--- src/rtl/instr_loader.sv ---
// Boot loader: takes a length-prefixed byte stream, assembles little-endian
// 32-bit words, writes them to instruction memory and then releases the CPU.
module instr_loader #(
  parameter int unsigned MAX_WORDS = 64
) (
  input  logic        clk,
  input  logic        rst,
  input  logic [7:0]  byte_data,
  input  logic        byte_valid,
  output logic        byte_ready,
  output logic        mem_we,
  output logic [31:0] mem_addr,
  output logic [31:0] mem_wd,
  output logic        cpu_rst,
  output logic        done,
  output logic        err
);

  localparam int unsigned IDX_W = $clog2(MAX_WORDS + 1);

  typedef enum logic [2:0] {
    S_LEN0,
    S_LEN1,
    S_DATA,
    S_LAST,
    S_DONE,
    S_ERR
  } state_t;

  state_t             state_q, state_d;
  logic [15:0]        n_q, n_d;
  logic [1:0]         b_q, b_d;
  logic [23:0]        part_q, part_d;
  logic [IDX_W-1:0]   idx_q, idx_d;
  logic               we_q, we_d;
  logic [31:0]        addr_q, addr_d;
  logic [31:0]        wd_q, wd_d;
  logic [15:0]        n_full;
  logic               accept;

  always_ff @(posedge clk) begin
    if (rst) begin
      state_q <= S_LEN0;
      n_q     <= '0;
      b_q     <= '0;
      part_q  <= '0;
      idx_q   <= '0;
      we_q    <= 1'b0;
      addr_q  <= '0;
      wd_q    <= '0;
    end else begin
      state_q <= state_d;
      n_q     <= n_d;
      b_q     <= b_d;
      part_q  <= part_d;
      idx_q   <= idx_d;
      we_q    <= we_d;
      addr_q  <= addr_d;
      wd_q    <= wd_d;
    end
  end

  always_comb begin
    state_d = state_q;
    n_d     = n_q;
    b_d     = b_q;
    part_d  = part_q;
    idx_d   = idx_q;
    we_d    = 1'b0;
    addr_d  = addr_q;
    wd_d    = wd_q;
    accept  = byte_valid && byte_ready;
    n_full  = {byte_data, n_q[7:0]};

    case (state_q)
      S_LEN0: begin
        if (accept) begin
          n_d[7:0] = byte_data;
          state_d  = S_LEN1;
        end
      end
      S_LEN1: begin
        if (accept) begin
          n_d[15:8] = byte_data;
          if (n_full == 16'd0) begin
            state_d = S_DONE;
          end else if (32'(n_full) > MAX_WORDS) begin
            state_d = S_ERR;
          end else begin
            state_d = S_DATA;
          end
        end
      end
      S_DATA: begin
        if (accept) begin
          b_d = b_q + 2'd1;
          // The 4th byte goes straight into the write register, so the word
          // store overlaps reception of the next word without stalling.
          if (b_q == 2'd3) begin
            wd_d   = {byte_data, part_q};
            addr_d = 32'(idx_q) << 2;
            we_d   = 1'b1;
            idx_d  = idx_q + IDX_W'(1);
            if (32'(idx_q) + 32'd1 == 32'(n_q)) begin
              state_d = S_LAST;
            end
          end else begin
            part_d[{b_q, 3'b000} +: 8] = byte_data;
          end
        end
      end
      S_LAST:  state_d = S_DONE;
      S_DONE:  state_d = S_DONE;
      S_ERR:   state_d = S_ERR;
      default: state_d = S_LEN0;
    endcase
  end

  // Ready depends only on registered state (and rst), never on byte_valid.
  always_comb begin
    byte_ready = !rst && ((state_q == S_LEN0) || (state_q == S_LEN1) ||
                          (state_q == S_DATA));
    mem_we     = we_q;
    mem_addr   = addr_q;
    mem_wd     = wd_q;
    cpu_rst    = (state_q != S_DONE);
    done       = (state_q == S_DONE);
    err        = (state_q == S_ERR);
  end

endmodule

--- config.mk ---
export PLATFORM = sky130hd
export DESIGN_NAME = instr_loader
export DESIGN_NICKNAME = d
export VERILOG_FILES = /design/src/rtl/instr_loader.sv
export SDC_FILE = /design/constraint.sdc
export NUM_CORES = 1
export LEC_CHECK = 0
export BUFFER_PORTS_ARGS = -buffer_cell sky130_fd_sc_hd__buf_2
export CAP_MARGIN = 20
export CELL_PAD_IN_SITES_DETAIL_PLACEMENT = 1
export CELL_PAD_IN_SITES_GLOBAL_PLACEMENT = 1
export CORE_ASPECT_RATIO = 1.1
export CORE_UTILIZATION = 35
export DETAILED_ROUTE_END_ITERATION = 8
export PLACE_DENSITY = 0.79
export SLEW_MARGIN = 20
export SYNTH_ARGS = -nofsm -noshare
export SYNTH_HDL_FRONTEND = slang
export SYNTH_SLANG_ARGS = --single-unit
--- constraint.sdc ---
create_clock -name clk -period 4.2 [get_ports clk]
set_input_delay 0.84 -clock clk [delete_from_list [all_inputs] [get_ports clk]]
set_output_delay 0.84 -clock clk [all_outputs]
set_load 0.02 [all_outputs]
==> results.cfg, run 1 <==
[finish]
final_area_um2 = 4468
drive_gt1_share_pct = 14.34
fin_util_pct = 40.76
fillers = 1359
fin_nets = 544
insertedDiodeCount = 0
area_delta_synth_final_pct = 13.29

[floorplan]
core-area_um2 = 10960
initial_utilization_pct = 35.98
die_area_um2 = 11700
rows = 40
dieHeight_um = 113.3
ioPinCount = 80
die_w_um = 103.2

[placement]
dp.final_hpwl_um = 6800
pre_cts_ws_ns = 1.358
gp_congestion = 0.7502
placed_area_um2 = 4193
io_buffers = 54

[worst_setup_path]
critPathMaxFanout = 93
start_kind = input pin
worstReg2RegEnd = part_q[12]
reg2reg_setup_slack_ns = 1.93
critPathCaptureType = output port
cp-startpoint = rst
crit_required_ns = 3.36
endpoint = byte_ready
r2r-start = state_q[0]
reg2reg_depth = 5
arrival_ns = 1.95
crit_type = input pin to output port

[synthesis]
post-synth-top-count-cell = nand2_1
ys_seq_area_share_pct = 46.70
synth_common_cells = 124 x nand2_1, 92 x dfxtp_1, 77 x a21oi_1, 28 x buf_4, 28 x nand3_1
synth_area_leaders = dfxtp_1 47%, nand2_1 12%, a21oi_1 9.8%
synth_top_family_by_area = simple AND/OR/NAND/NOR gates
yosys.area.top_type_share_pct = 46.70
synth_seq_cells = 92
synth_cell_types = 42
synth_top_cell_by_area = dfxtp_1
synth-async-reset-ratio_pct = 0
synth_flop_cell = dfxtp_1
synth_xor_area_share_pct = 3.331
yosysWarnings = 0
netlist_area_um2 = 3944
synth_fa_ha_area_share_pct = 1.904
synth_compound_area_share_pct = 14.63
syn_inst = 490
muxShareOfSynthArea_pct = 2.284
synth_edf_count = 0
synth.avg_cell_area_um2 = 8.049
synthSimpleGateAreaFrac_pct = 22.24

[min_path]
min_from = mem_wd[0]
holdCritPathClass = flip-flop to flip-flop

[clock_tree]
cts_buffer_depth = 2
ctsHtreeMaxLevel = 3
clock-sinks = 92
clock_latency_ns = 0.34
clk_pin_slew_ns = 0.06
cts_buffers = 9
root_buffer = clkbuf_16
cts_setup_buffers = 0
cts_tree = yes
cts_resized = 0
postCtsHoldBufs = 0

[sta]
maxSlewViolCount = 0
fin_tns_setup_ns = 0
rsz0062_at_grt = false
hold_violations = 0
fmax_ghz = 0.3588
period_share_pct = 66.35
worstMarginPinSlew_ns = 0.9588
setup_viol = 0
period_needed_ns = 2.787
slew_headroom_pct = 35.94
setup_ws_ns = 1.413
finalClockSkew_ns = 0.004504

[global_routing]
overflow = 0
grt_max_degree = 94
antenna_found_initial = 0
grt_pass1_vias = 3425
grt_pass1_wl_um = 16570
track_usage_pct = 18.54

[pwr]
total_power_mw = 1.921
peakVddDrop_mv = 0.1461
cellPowerDensity_nw_per_um2 = 429.9
p_leak_nw = 1.732

[route]
drt-pass1-iter-count = 6
totalWireLength_um = 10030
vias = 3373
via_per_inst = 4.982
wl_per_cell_um = 14.82
ant_nets = 0
drc = 0
drt_first_iter_violations = 128

[status]
outcome = complete, no violations

[run]
maxCapViolCount = 0
[through the flow]
step / hold WS [ns] / std cells
2_1_floorplan: 0.4321 / 514
3_3_place_gp: 0.4421 / 663
3_5_place_dp: 0.4475 / 663
4_1_cts: 0.4562 / 677
5_1_grt: 0.4745 / 677
6_report: 0.4520 / 677
[worst max-delay path: stages]
cell and delay, ns:
buf_2 0.11, buf_4 0.69, a211oi_1 0.10, buf_2 0.21
[sequential cells by signal (all words and copies together), names as in the netlist]
name,flops
mem_addr,7
mem_wd,32
b_q,2
n_q,16
part_q,24
state_q,3
mem_we,1
idx_q,7
[area by class of cell]
| class | instances | area (um^2) | share of cell area, % |
|---|---|---|---|
| inverter | 8 | 30.03 | 0.6721 |
| timing repair buffer | 57 | 292.8 | 6.553 |
| multi-input combinational | 359 | 1844 | 41.28 |
| tap | 147 | 183.9 | 4.116 |
| clock buffer | 11 | 252.7 | 5.657 |
| clock inverter | 3 | 22.52 | 0.5041 |
| sequential | 92 | 1842 | 41.22 |
[kinds of logic after synthesis]
group	Yosys count
muxes	9
and+or+nand+nor	200
AOI/OAI and AO/OA	104
xor gates and xnor gates	15
adders and majority gates	6
DFF	92
buffers and inverters	63
other	1
[how the worst min path moves through the flow]
stage / to / slack [ns] / cells past startpoint
after floorplan: part_q[0] / 0.43 / 2
after global placement: mem_wd[29] / 0.44 / 2
after detailed placement: mem_wd[3] / 0.45 / 2
after CTS: mem_wd[3] / 0.46 / 2
after global routing: mem_wd[7] / 0.47 / 2
final: mem_wd[0] / 0.45 / 2
[power breakdown]
group	internal (mW)	leakage (nW)	total, mW	switching (mW)
clock	0.429	0.138	0.760	0.331
sequential	0.900	0.742	0.949	0.0493
combinational	0.0721	0.852	0.212	0.140
[layer usage]
| layer | global-route usage, % | vias to the layer above | routed length, um | share of wire [%] |
|---|---|---|---|---|
| met3 | 5.435 | 19 | 290 | 2.9 |
| met4 | 7.136 | 0 | 239 | 2.4 |
| li1 | - | 1665 | - | - |
| met5 | 0 | - | 0 | 0 |
| met2 | 31.42 | 61 | 5036 | 50 |
| met1 | 21.80 | 1628 | 4467 | 45 |
[cell usage in the layout, fill, tap and decap left out, types with 7 or more instances in the layout]
cell       instances
nand2_1          124
dfxtp_1           92
a21oi_1           77
buf_2             54
nand3_1           28
conb_1            25
nor2_1            22
o21ai_0           11
mux2i_1            9
xnor2_1            9
clkbuf_16          9
inv_1              7
No activity file was read; power rests on OpenSTA's default activity.
==> inputs of run 2 (changes only) <==
--- a/config.mk
+++ b/config.mk
@@ -12,7 +12,7 @@
 export CORE_ASPECT_RATIO = 1.1
 export CORE_UTILIZATION = 35
 export DETAILED_ROUTE_END_ITERATION = 8
-export PLACE_DENSITY = 0.79
+export PLACE_DENSITY = 0.82
 export SLEW_MARGIN = 20
 export SYNTH_ARGS = -nofsm -noshare
 export SYNTH_HDL_FRONTEND = slang
==> constraint.sdc (replaced) <==
create_clock -name clk -period 2.3 [get_ports clk]
set_input_delay 0.46 -clock clk [delete_from_list [all_inputs] [get_ports clk]]
set_output_delay 0.46 -clock clk [all_outputs]
set_load 0.02 [all_outputs]
==> run 2 against run 1 <==
Combinational power is 100% higher. Sequential power increased by 81%. Global-route usage increased by 0.48 points. Final cell count up 1.5%. First-iteration DRC count unchanged. Clock skew increased by 0.0045 ns. Register-to-register slack got worse by 1.7 ns. Design area up 2.5%. Largest power group unchanged.
==> results.cfg, run 2 (same netlist as run 1, synthesis figures left out) <==
[status]
outcome = complete, no violations

[placement]
dp.final_hpwl_um = 7114
placed_area_um2 = 4273
gp_congestion = 0.8010
io_buffers = 54
dp_cells = 672

[sta]
fin_tns_setup_ns = 0
rsz0062_at_grt = false
hold_violations = 0
finalClockSkew_ns = 0.009021
fin_hold_ws_ns = 0.4511
slew_headroom_pct = 57.48
period_share_pct = 89.87
maxSlewViolCount = 0
period_needed_ns = 2.067
fmax_ghz = 0.4838
setup_viol = 0
worstMarginPinSlew_ns = 0.6377

[clock_tree]
cts_resized = 0
cts_tree = yes
cts_buffers = 9
cts_buffer_depth = 2
postCtsHoldBufs = 0
ctsHtreeMaxLevel = 3
cts_setup_buffers = 0
root_buffer = clkbuf_16
clock-sinks = 92
clk_pin_slew_ns = 0.06
clock_latency_ns = 0.34

[run]
maxCapViolCount = 0

[global_routing]
overflow = 0
track_usage_pct = 19.02
grt_max_degree = 63
grt_pass1_wl_um = 17190
grt_pass1_vias = 3533
antenna_found_initial = 0

[floorplan]
die_area_um2 = 11700
ioPinCount = 80
core-area_um2 = 10960
initial_utilization_pct = 35.98
die_w_um = 103.2
rows = 40
dieHeight_um = 113.3

[finish]
final_area_um2 = 4579
multiInputGateArea_um2 = 1844
layout.cells.non_filler = 687
drive_gt1_share_pct = 15.74
largest_reg_flops = 32
final_common_cell = nand2_1
fillers = 1365
fin_nets = 553
area_delta_synth_final_pct = 16.12
layout_common_cells = 124 x nand2_1, 92 x dfxtp_1, 77 x a21oi_1, 54 x buf_2, 28 x nand3_1
insertedDiodeCount = 0
seqCellArea_um2 = 1842

[route]
totalWireLength_um = 10430
vias = 3399
drt_first_iter_violations = 128
drc = 0
ant_nets = 0
wl_per_cell_um = 15.18
via_per_inst = 4.948
drt-pass1-iter-count = 4

[worst_setup_path]
critPathCaptureType = flip-flop
start_kind = flip-flop
crit_type = flip-flop to flip-flop
arrival_ns = 2.32
critPathMaxFanout = 11
crit_required_ns = 2.56

[pwr]
cellPowerDensity_nw_per_um2 = 809.5
total_power_mw = 3.707
peakVddDrop_mv = 0.3608
p_leak_nw = 1.789

[min_path]
holdCritPathClass = flip-flop to flip-flop
[run 2: report_power, final]
| group | internal (mW) | switching [mW] |
|---|---|---|
| clock | 0.943 | 0.621 |
| sequential | 1.64 | 0.0743 |
| combinational | 0.145 | 0.281 |
| total | 2.73 | 0.976 |
[run 2: layout make-up]
cell class,count,share of cell area [%]
clock buffers,10,5.000
clock inverters,5,1.694
inverters,8,0.6557
multi-input cells,359,40.27
flip-flops and latches,92,40.22
well taps,147,4.016
repair buffers,66,8.142
[run 2: stage by stage]
stage / util, % / worst slack, ns
final: 41.78 / 0.2330
after global routing: 41.78 / 0.09594
after CTS: 41.78 / 0.2599
after detailed placement: 38.98 / 0.1903
after global placement: 38.98 / 0.2525
after floorplan: - / 0.4282
[run 2: worst max-delay path: stages (launching register included)]
cell	delay (ns)
dfxtp_1	0.42
or4b_1	0.61
nor3_4	0.26
and2_1	0.35
nand3_1	0.14
a21oi_1	0.19
[run 2: final timing paths]
path,from,endpoint,slack [ns],depth (start not counted)
worst max-delay path,state_q[0],part_q[4],0.23,5
worst min-delay path,mem_addr[2],mem_addr[2],0.45,2
worst max register to register,state_q[0],part_q[4],0.23,5
worst min register to register,mem_addr[2],mem_addr[2],0.45,2
[run 2: per-layer routing]
layer	vias up	routed length (um)	GRT usage, %
met1	1633	4489	22.30
met3	13	371	3.582
met2	68	5393	34.00
li1	1685	-	-
met5	-	0	0
met4	0	174	6.761
